===== src/rtl/mfsk_nco_mod.sv =====
// M-ary FSK modulator: serialises DATA_W-bit words into SYM_BITS-wide symbols, each keying a phase-continuous NCO tone.
// Latency: the first symbol's tone appears the cycle after the handshake; phase_out lags the accumulator by one en cycle.
// Backpressure: in_ready is high in IDLE and in the final cycle of the last symbol; en=0 freezes everything and drops in_ready.
//
// Ports:
//   clk, rst        clock, asynchronous active-high reset
//   en              clock enable for accumulator, counters and handshake
//   in_data/in_valid/in_ready   word input handshake
//   phase_out       registered top OUT_W bits of the phase accumulator
//   tone_out        current tone index (M-1 = mark while idle)
//   sym_strobe      pulse on first cycle of each data symbol
//   busy            high while a word is on air
//   underrun        pulse when the last symbol ends with no follow-on word
module mfsk_nco_mod #(
    parameter int DATA_W    = 8,
    parameter int SYM_BITS  = 1,
    parameter int PHASE_W   = 24,
    parameter int OUT_W     = 12,
    parameter int SYM_CYC   = 50000,
    parameter int FTW_BASE  = 8389,
    parameter int FTW_STEP  = 8389,
    parameter int MSB_FIRST = 1
) (
    input  logic                clk,
    input  logic                rst,
    input  logic                en,
    input  logic [DATA_W-1:0]   in_data,
    input  logic                in_valid,
    output logic                in_ready,
    output logic [OUT_W-1:0]    phase_out,
    output logic [SYM_BITS-1:0] tone_out,
    output logic                sym_strobe,
    output logic                busy,
    output logic                underrun
);

    localparam int NSYM  = DATA_W / SYM_BITS;
    localparam int CNT_W = $clog2(SYM_CYC);
    localparam int SL_W  = $clog2(NSYM + 1);

    localparam logic [PHASE_W-1:0]  BASE_W = PHASE_W'(FTW_BASE);
    localparam logic [PHASE_W-1:0]  STEP_W = PHASE_W'(FTW_STEP);
    localparam logic [SYM_BITS-1:0] MARK   = '1;

    typedef enum logic {IDLE, SEND} state_t;

    state_t              state;
    logic [DATA_W-1:0]   shreg;
    logic [DATA_W-1:0]   shreg_nxt;
    logic [SL_W-1:0]     sym_left;
    logic [CNT_W-1:0]    cnt;
    logic [PHASE_W-1:0]  phase;
    logic                rdy_done;
    logic                last_cyc;
    logic                last_sym;
    logic                hs;

    // Tuning word wraps modulo 2^PHASE_W through the PHASE_W-bit arithmetic.
    function automatic logic [PHASE_W-1:0] ftw(input logic [SYM_BITS-1:0] s);
        return BASE_W + STEP_W * PHASE_W'(s);
    endfunction

    function automatic logic [SYM_BITS-1:0] first_sym(input logic [DATA_W-1:0] w);
        if (MSB_FIRST != 0)
            return w[DATA_W-1 -: SYM_BITS];
        else
            return w[SYM_BITS-1:0];
    endfunction

    function automatic logic [DATA_W-1:0] shift_word(input logic [DATA_W-1:0] w);
        if (MSB_FIRST != 0)
            return w << SYM_BITS;
        else
            return w >> SYM_BITS;
    endfunction

    always_comb begin
        last_cyc  = (cnt == CNT_W'(SYM_CYC - 1));
        last_sym  = (sym_left == SL_W'(1));
        shreg_nxt = shift_word(shreg);
        // rdy_done holds in_ready low for the first cycle out of reset.
        in_ready  = en & rdy_done & ((state == IDLE) | (last_cyc & last_sym));
        hs        = in_valid & in_ready;
    end

    always_ff @(posedge clk or posedge rst) begin
        if (rst) begin
            state      <= IDLE;
            shreg      <= '0;
            sym_left   <= '0;
            cnt        <= '0;
            phase      <= '0;
            phase_out  <= '0;
            tone_out   <= MARK;
            sym_strobe <= 1'b0;
            busy       <= 1'b0;
            underrun   <= 1'b0;
            rdy_done   <= 1'b0;
        end else begin
            sym_strobe <= 1'b0;
            underrun   <= 1'b0;
            rdy_done   <= 1'b1;
            if (en) begin
                // Accumulator is never cleared on tone change, keeping phase continuous.
                phase     <= phase + ftw(tone_out);
                phase_out <= phase[PHASE_W-1 -: OUT_W];
                if (hs) begin
                    // Covers both a fresh start from IDLE and a gapless follow-on word.
                    state      <= SEND;
                    shreg      <= in_data;
                    sym_left   <= SL_W'(NSYM);
                    cnt        <= '0;
                    tone_out   <= first_sym(in_data);
                    sym_strobe <= 1'b1;
                    busy       <= 1'b1;
                end else if (state == SEND) begin
                    if (last_cyc) begin
                        cnt <= '0;
                        if (last_sym) begin
                            state    <= IDLE;
                            tone_out <= MARK;
                            busy     <= 1'b0;
                            underrun <= 1'b1;
                        end else begin
                            sym_left   <= sym_left - SL_W'(1);
                            shreg      <= shreg_nxt;
                            tone_out   <= first_sym(shreg_nxt);
                            sym_strobe <= 1'b1;
                        end
                    end else begin
                        cnt <= cnt + CNT_W'(1);
                    end
                end
            end
        end
    end

endmodule


===== config.mk =====
export PLATFORM = sky130hd
export DESIGN_NAME = mfsk_nco_mod
export DESIGN_NICKNAME = d
export VERILOG_FILES = /design/src/rtl/mfsk_nco_mod.sv
export SDC_FILE = /design/constraint.sdc
export NUM_CORES = 1
export LEC_CHECK = 0
export BUFFER_PORTS_ARGS = -buffer_cell sky130_fd_sc_hd__buf_4
export CORE_AREA = 2 2 87 89
export DETAILED_ROUTE_END_ITERATION = 8
export DIE_AREA = 0 0 89 91
export PLACE_DENSITY_LB_ADDON = 0.25
export REMOVE_ABC_BUFFERS = 1
export SLEW_MARGIN = 40
export SYNTH_ARGS = -nofsm -noshare
export SYNTH_HDL_FRONTEND = slang
export SYNTH_SLANG_ARGS = --single-unit

===== constraint.sdc =====
create_clock -name clk -period 3.2 [get_ports clk]
set_clock_uncertainty 0.1 [all_clocks]
set_input_delay 0.64 -clock clk [delete_from_list [all_inputs] [get_ports clk]]
set_output_delay 0.64 -clock clk [all_outputs]
set_load 0.05 [all_outputs]

==> results.toml, run 1 <==
[floorplan]
dieArea_um2 = 8100
core_area_um2 = 7140
die_y_um = 91
num_rows = 31
chipWidth_um = 89
boundaryPins = 29
initial_utilization = 0.488

[timing]
hold_viol = 0
finalSetupTns_ps = 0
whs_ps = 321
relSlewSlack = 0.494
fmax_ghz = 0.353
finalCriticalPeriod_ps = 2840
rsz0062_at_grt = "false"
setup_slack_ps = 364
setup_viol = 0
drv_slew = 0
worstMarginPinSlew_ps = 758
final.period_utilization = 0.886

[finish]
final_common_cell = "dfrtp_1"
mostFrequentLayoutCells = "68 x dfrtp_1, 35 x buf_4, 25 x inv_1, 24 x nand2_1"
utilization = 0.563
drive_gt1_frac = 0.182
final_area_um2 = 4020
fin_cells = 478
fin_nets = 401
fill_cells = 679
antenna_cells = 0
syn2layout_area_growth_pct = 15.5

[power]
pwr-share-seq = 0.406
clkPwrFrac = 0.238
combPwrFrac = 0.356
leakagePower_nw = 1.81
power.density_nw_per_um2 = 804
power.total_mw = 3.23
internal_power_mw = 2.07
switching_share = 0.359
peakVddDrop_mv = 0.319
p_switching_mw = 1.16

[yosys]
synthXorXnorAreaFrac = 0.0705
synth_top_area_frac = 0.489
synth-compound-area-share = 0.117
synth-async-reset-ratio = 1.00
ys_ff_latch = 69
synth-edff-count = 0
synth_seq_area_share = 0.496
ys_warn_count = 0
yosys-top-cells-area = "dfrtp_1 49%, ha_1 5.0%, xnor2_1 4.8%"
syn-instance-count = 338
synthSimpleGateAreaFrac = 0.174
synth_top_family_by_area = "simple AND/OR/NAND/NOR gates"
ys_types = 51
synth_largest_area_cell = "dfrtp_1"
syn_area_per_cell_um2 = 10.3
synth_fa_ha_area_frac = 0.0503
synth.area.mux_share = 0.0449
synthFlopType = "dfrtp_1"
synth_area_um2 = 3480

[detailed_routing]
antenna_left = 0
vias = 2506
drcViolationCount = 0
drt_iter0_drc = 107
post_drt_wl_per_cell_um = 13.3
vias_per_cell = 5.24
wl_mm = 6.37
first_pass_iters = 4

[critical_path]
worstSetupEndpointType = "output pin"
critPathKind = "reg -> out"
start_kind = "flip-flop"
reg2reg_depth = 9
crit_arrival_ps = 2100
path_max_fanout = 5
required_ps = 2460

[clock_tree]
holdBufCountCts = 0
cts_setup_buffers = 0
ctsResizeCount = 0
clockBufferDepth = 2
htree_num_levels = 3
clock_latency_ps = 340
cts.sinks = 69
clk_root_buffer_cell = "clkbuf_8"
cts_tree = "built"
cts_buffers = 9
cts.clk_slew.worst_paths_ps = 70

[global_routing]
grt_pass1_vias = 2473
gr-total-overflow = 0
grt_max_degree = 36
grt_pass1_wl_mm = 11.2
grt_use_total = 0.176
antenna_found_initial = 0

[placed_design]
portBuffers = 28
place_area_um2 = 3800
place_ws_ps = 493
dp_hpwl_mm = 4.61
placed_cells = 463
place.gp.congestion = 0.847

[worst_hold_path]
hp-class = "in -> async"

[outcome]
status = "finished clean"

[job]
cap_violations = 0
==> power by group through the flow <==
stage	registers, mW	logic (mW)	clock network (mW)
floorplan	1.48	0.722	0
global placement	1.32	1.13	0
detailed placement	1.33	1.16	0
CTS	1.32	1.16	0.791
global route	1.36	1.29	0.826
finish	1.31	1.15	0.769
==> kinds of logic (layout without fill, tap and decap cells) <==
group	after synthesis	count (layout)
AO/OA/AOI/OAI	63	63
AND/OR/NAND/NOR	114	114
adder cells (fa/ha/maj)	14	14
XOR/XNOR	28	28
other	1	1
flip-flops	69	69
buffers and inverters	35	76
multiplexers	14	14
==> worst max-delay path: stages, from the launching register on <==
cell      delay, ps
dfrtp_1         400
ha_1            220
nand4b_1        200
nor4_1          320
nand3_1         140
and2_1          180
nor2_1           80
buf_4           200
==> cell usage after synthesis, types with 3 or more instances <==
| master | instances |
|---|---|
| a21oi_1 | 10 |
| and2_1 | 5 |
| and3_1 | 5 |
| clkbuf_1 | 3 |
| dfrtp_1 | 68 |
| ha_1 | 14 |
| inv_1 | 26 |
| mux2_2 | 13 |
| nand2_1 | 24 |
| nand3_1 | 17 |
| nand4_1 | 5 |
| nor2_1 | 22 |
| nor3_1 | 8 |
| nor3b_1 | 3 |
| nor4_1 | 6 |
| o21a_1 | 8 |
| o21ai_0 | 22 |
| o22a_1 | 4 |
| o22ai_1 | 4 |
| or3_1 | 3 |
| xnor2_1 | 19 |
| xor2_1 | 9 |
==> layer usage <==
metal / global-route usage / share of wire
met5: 0 / 0
met4: 0.0485 / 0.011
met3: 0.0518 / 0.033
met2: 0.278 / 0.49
met1: 0.234 / 0.47
==> final cells by class <==
| cell class | count | area [µm²] | area share |
|---|---|---|---|
| inverters | 26 | 97.6 | 0.0243 |
| flip-flops and latches | 69 | 1730 | 0.430 |
| clock inverters | 4 | 72.6 | 0.0181 |
| multi-input cells | 234 | 1590 | 0.396 |
| clock buffers | 11 | 141 | 0.0352 |
| well taps | 99 | 124 | 0.0308 |
| repair buffers | 35 | 263 | 0.0654 |
==> flip-flops by register name, summed over array words and instances, names as in the netlist <==
register and count:
sym_left 4, underrun 1, tone_out 1, sym_strobe 1, rdy_done 1, phase 24, cnt 16, phase_out 12
state 1, shreg 7, busy 1
==> path summary, 6_finish.rpt <==
path | slack (ps) | from | endpoint
setup / recovery | 360 | cnt[0] | in_ready
hold / removal | 320 | rst | sym_left[1]
setup reg to reg | 500 | tone_out | phase[23]
hold reg to reg | 390 | phase[23] | phase[23]
max in group asynchronous | 1930 | rst | phase_out[6]
min in group clk | 390 | phase[23] | phase[23]
Power figures use the tool's default switching activity.
==> run 2, diff against run 1 <==
clock period = 2.6 ns   (was 3.2 ns; I/O delays follow)
==> run 2 against run 1 <==
Compared with the run above:
- hold slack got worse by 220 ps
- clock-buffer cell count fell by 1
- sequential power is 24% higher
- clock power up 39%
- final cell count up 2.5%
- wire length increased by 5.5%
- critical endpoint unchanged
==> results.toml, run 2 (synthesized netlist as in run 1, its figures left out) <==
[placed_design]
place.gp.congestion = 0.895
dp_hpwl_mm = 4.60
place_area_um2 = 3860
portBuffers = 28

[timing]
worstMarginPinSlew_ps = 783
fmax_ghz = 0.386
finalCriticalPeriod_ps = 2590
final.period_utilization = 0.996
rsz0062_at_grt = "true"
hold_viol = 0
relSlewSlack = 0.477
finalSetupTns_ps = 0
drv_slew = 0
whs_ps = 98.4
setup_viol = 0

[critical_path]
critPathKind = "reg -> out"
worstSetupEndpointType = "output pin"
required_ps = 1980
r2r_start = "cnt[1]"
cp-startpoint = "cnt[1]"
r2r_slack_ps = 120
start_kind = "flip-flop"
path_max_fanout = 4
crit_arrival_ps = 1970

[global_routing]
grt_use_total = 0.183
grt_pass1_wl_mm = 11.6
grt_pass1_vias = 2516
grt_max_degree = 46
antenna_found_initial = 0
gr-total-overflow = 0

[floorplan]
chipWidth_um = 89
boundaryPins = 29
die_y_um = 91
initial_utilization = 0.488
num_rows = 31
core_area_um2 = 7140
dieArea_um2 = 8100

[clock_tree]
cts_tree = "built"
holdBufCountCts = 0
clk_root_buffer_cell = "clkbuf_8"
clockBufferDepth = 2
cts_buffers = 9
clock_latency_ps = 360
cts.clk_slew.worst_paths_ps = 80
htree_num_levels = 3
cts.sinks = 69

[power]
peakVddDrop_mv = 0.460
power.total_mw = 4.25
power.density_nw_per_um2 = 1010
leakagePower_nw = 1.89

[finish]
top_register = "phase"
mostFrequentLayoutCells = "68 x dfrtp_1, 44 x buf_4, 24 x nand2_1, 24 x inv_1, 21 x nor2_1"
largest_reg_flops = 24
fill_cells = 621
final_area_um2 = 4200
antenna_cells = 0
syn2layout_area_growth_pct = 20.6
drive_gt1_frac = 0.233
fin_nets = 412
utilization = 0.588
final_common_cell = "dfrtp_1"
reg_top3 = "phase: 24 flops, cnt: 16 flops, phase_out: 12 flops"

[detailed_routing]
drt_iter0_drc = 126
antenna_left = 0
drcViolationCount = 0
vias = 2567
vias_per_cell = 5.24
wl_mm = 6.72
first_pass_iters = 4
post_drt_wl_per_cell_um = 13.7

[worst_hold_path]
hp-class = "in -> async"

[job]
cap_violations = 0

[outcome]
status = "finished clean"
-- run 2: cell types whose count changed in the layout (fill, tap and decap cells not counted), sizes merged --
cell and change:
buf +11, clkinv +2, bufinv +1, clkinvlp -1, clkbuf -1
-- run 2: final cells by class --
class	count	area, µm²	share of cell area
Timing Repair Buffer	46	362	0.0861
Tap cell	99	124	0.0295
Clock inverter	6	113	0.0268
Sequential cell	69	1730	0.412
Clock buffer	10	128	0.0304
Multi-Input combinational cell	234	1650	0.392
Inverter	26	97.6	0.0232
-- run 2: layer usage --
layer / wire length, µm / part of all wire / up-vias / global-route usage
met5: 0 / 0 / - / 0
met4: 135 / 0.020 / 0 / 0.0771
met3: 212 / 0.032 / 14 / 0.0473
met2: 3170 / 0.47 / 43 / 0.277
met1: 3200 / 0.48 / 1218 / 0.248
li1: - / - / 1292 / -
-- run 2: path summary, 6_finish.rpt --
check	depth (start not counted)	endpoint
setup / recovery	7	in_ready
hold / removal	2	phase_out[6]
setup reg to reg	7	shreg[3]
hold reg to reg	1	phase[23]
max in group asynchronous	3	tone_out
min in group clk	3	tone_out
-- run 2: repair_timing --
action,CTS,global route
cloned,0,0
resized for setup,6,10
setup endpoints to repair,7,19
setup buffers,2,3
pin swaps,0,4
-- run 2: critical path, stage by stage, from the launching register on --
cell and delay, ps:
dfrtp_1 430, ha_4 170, nand4b_1 130, nor4_2 300, nand3_1 150, and2_4 200, nor2_4 70, buf_6 160
-- run 2: power breakdown --
part           leakage, nW  internal, mW  switching (mW)
registers            0.863          1.38           0.239
logic                0.910         0.696           0.869
clock network        0.120         0.639           0.429
total                 1.89          2.71            1.54
-- run 2: metrics by stage --
| step | std cells | worst slack, ps |
|---|---|---|
| 2_1_floorplan | 329 | -127 |
| 3_3_place_gp | 469 | 68.9 |
| 3_5_place_dp | 469 | -52.6 |
| 4_1_cts | 487 | -24.1 |
| 5_1_grt | 490 | -122 |
| 6_report | 490 | 11.4 |
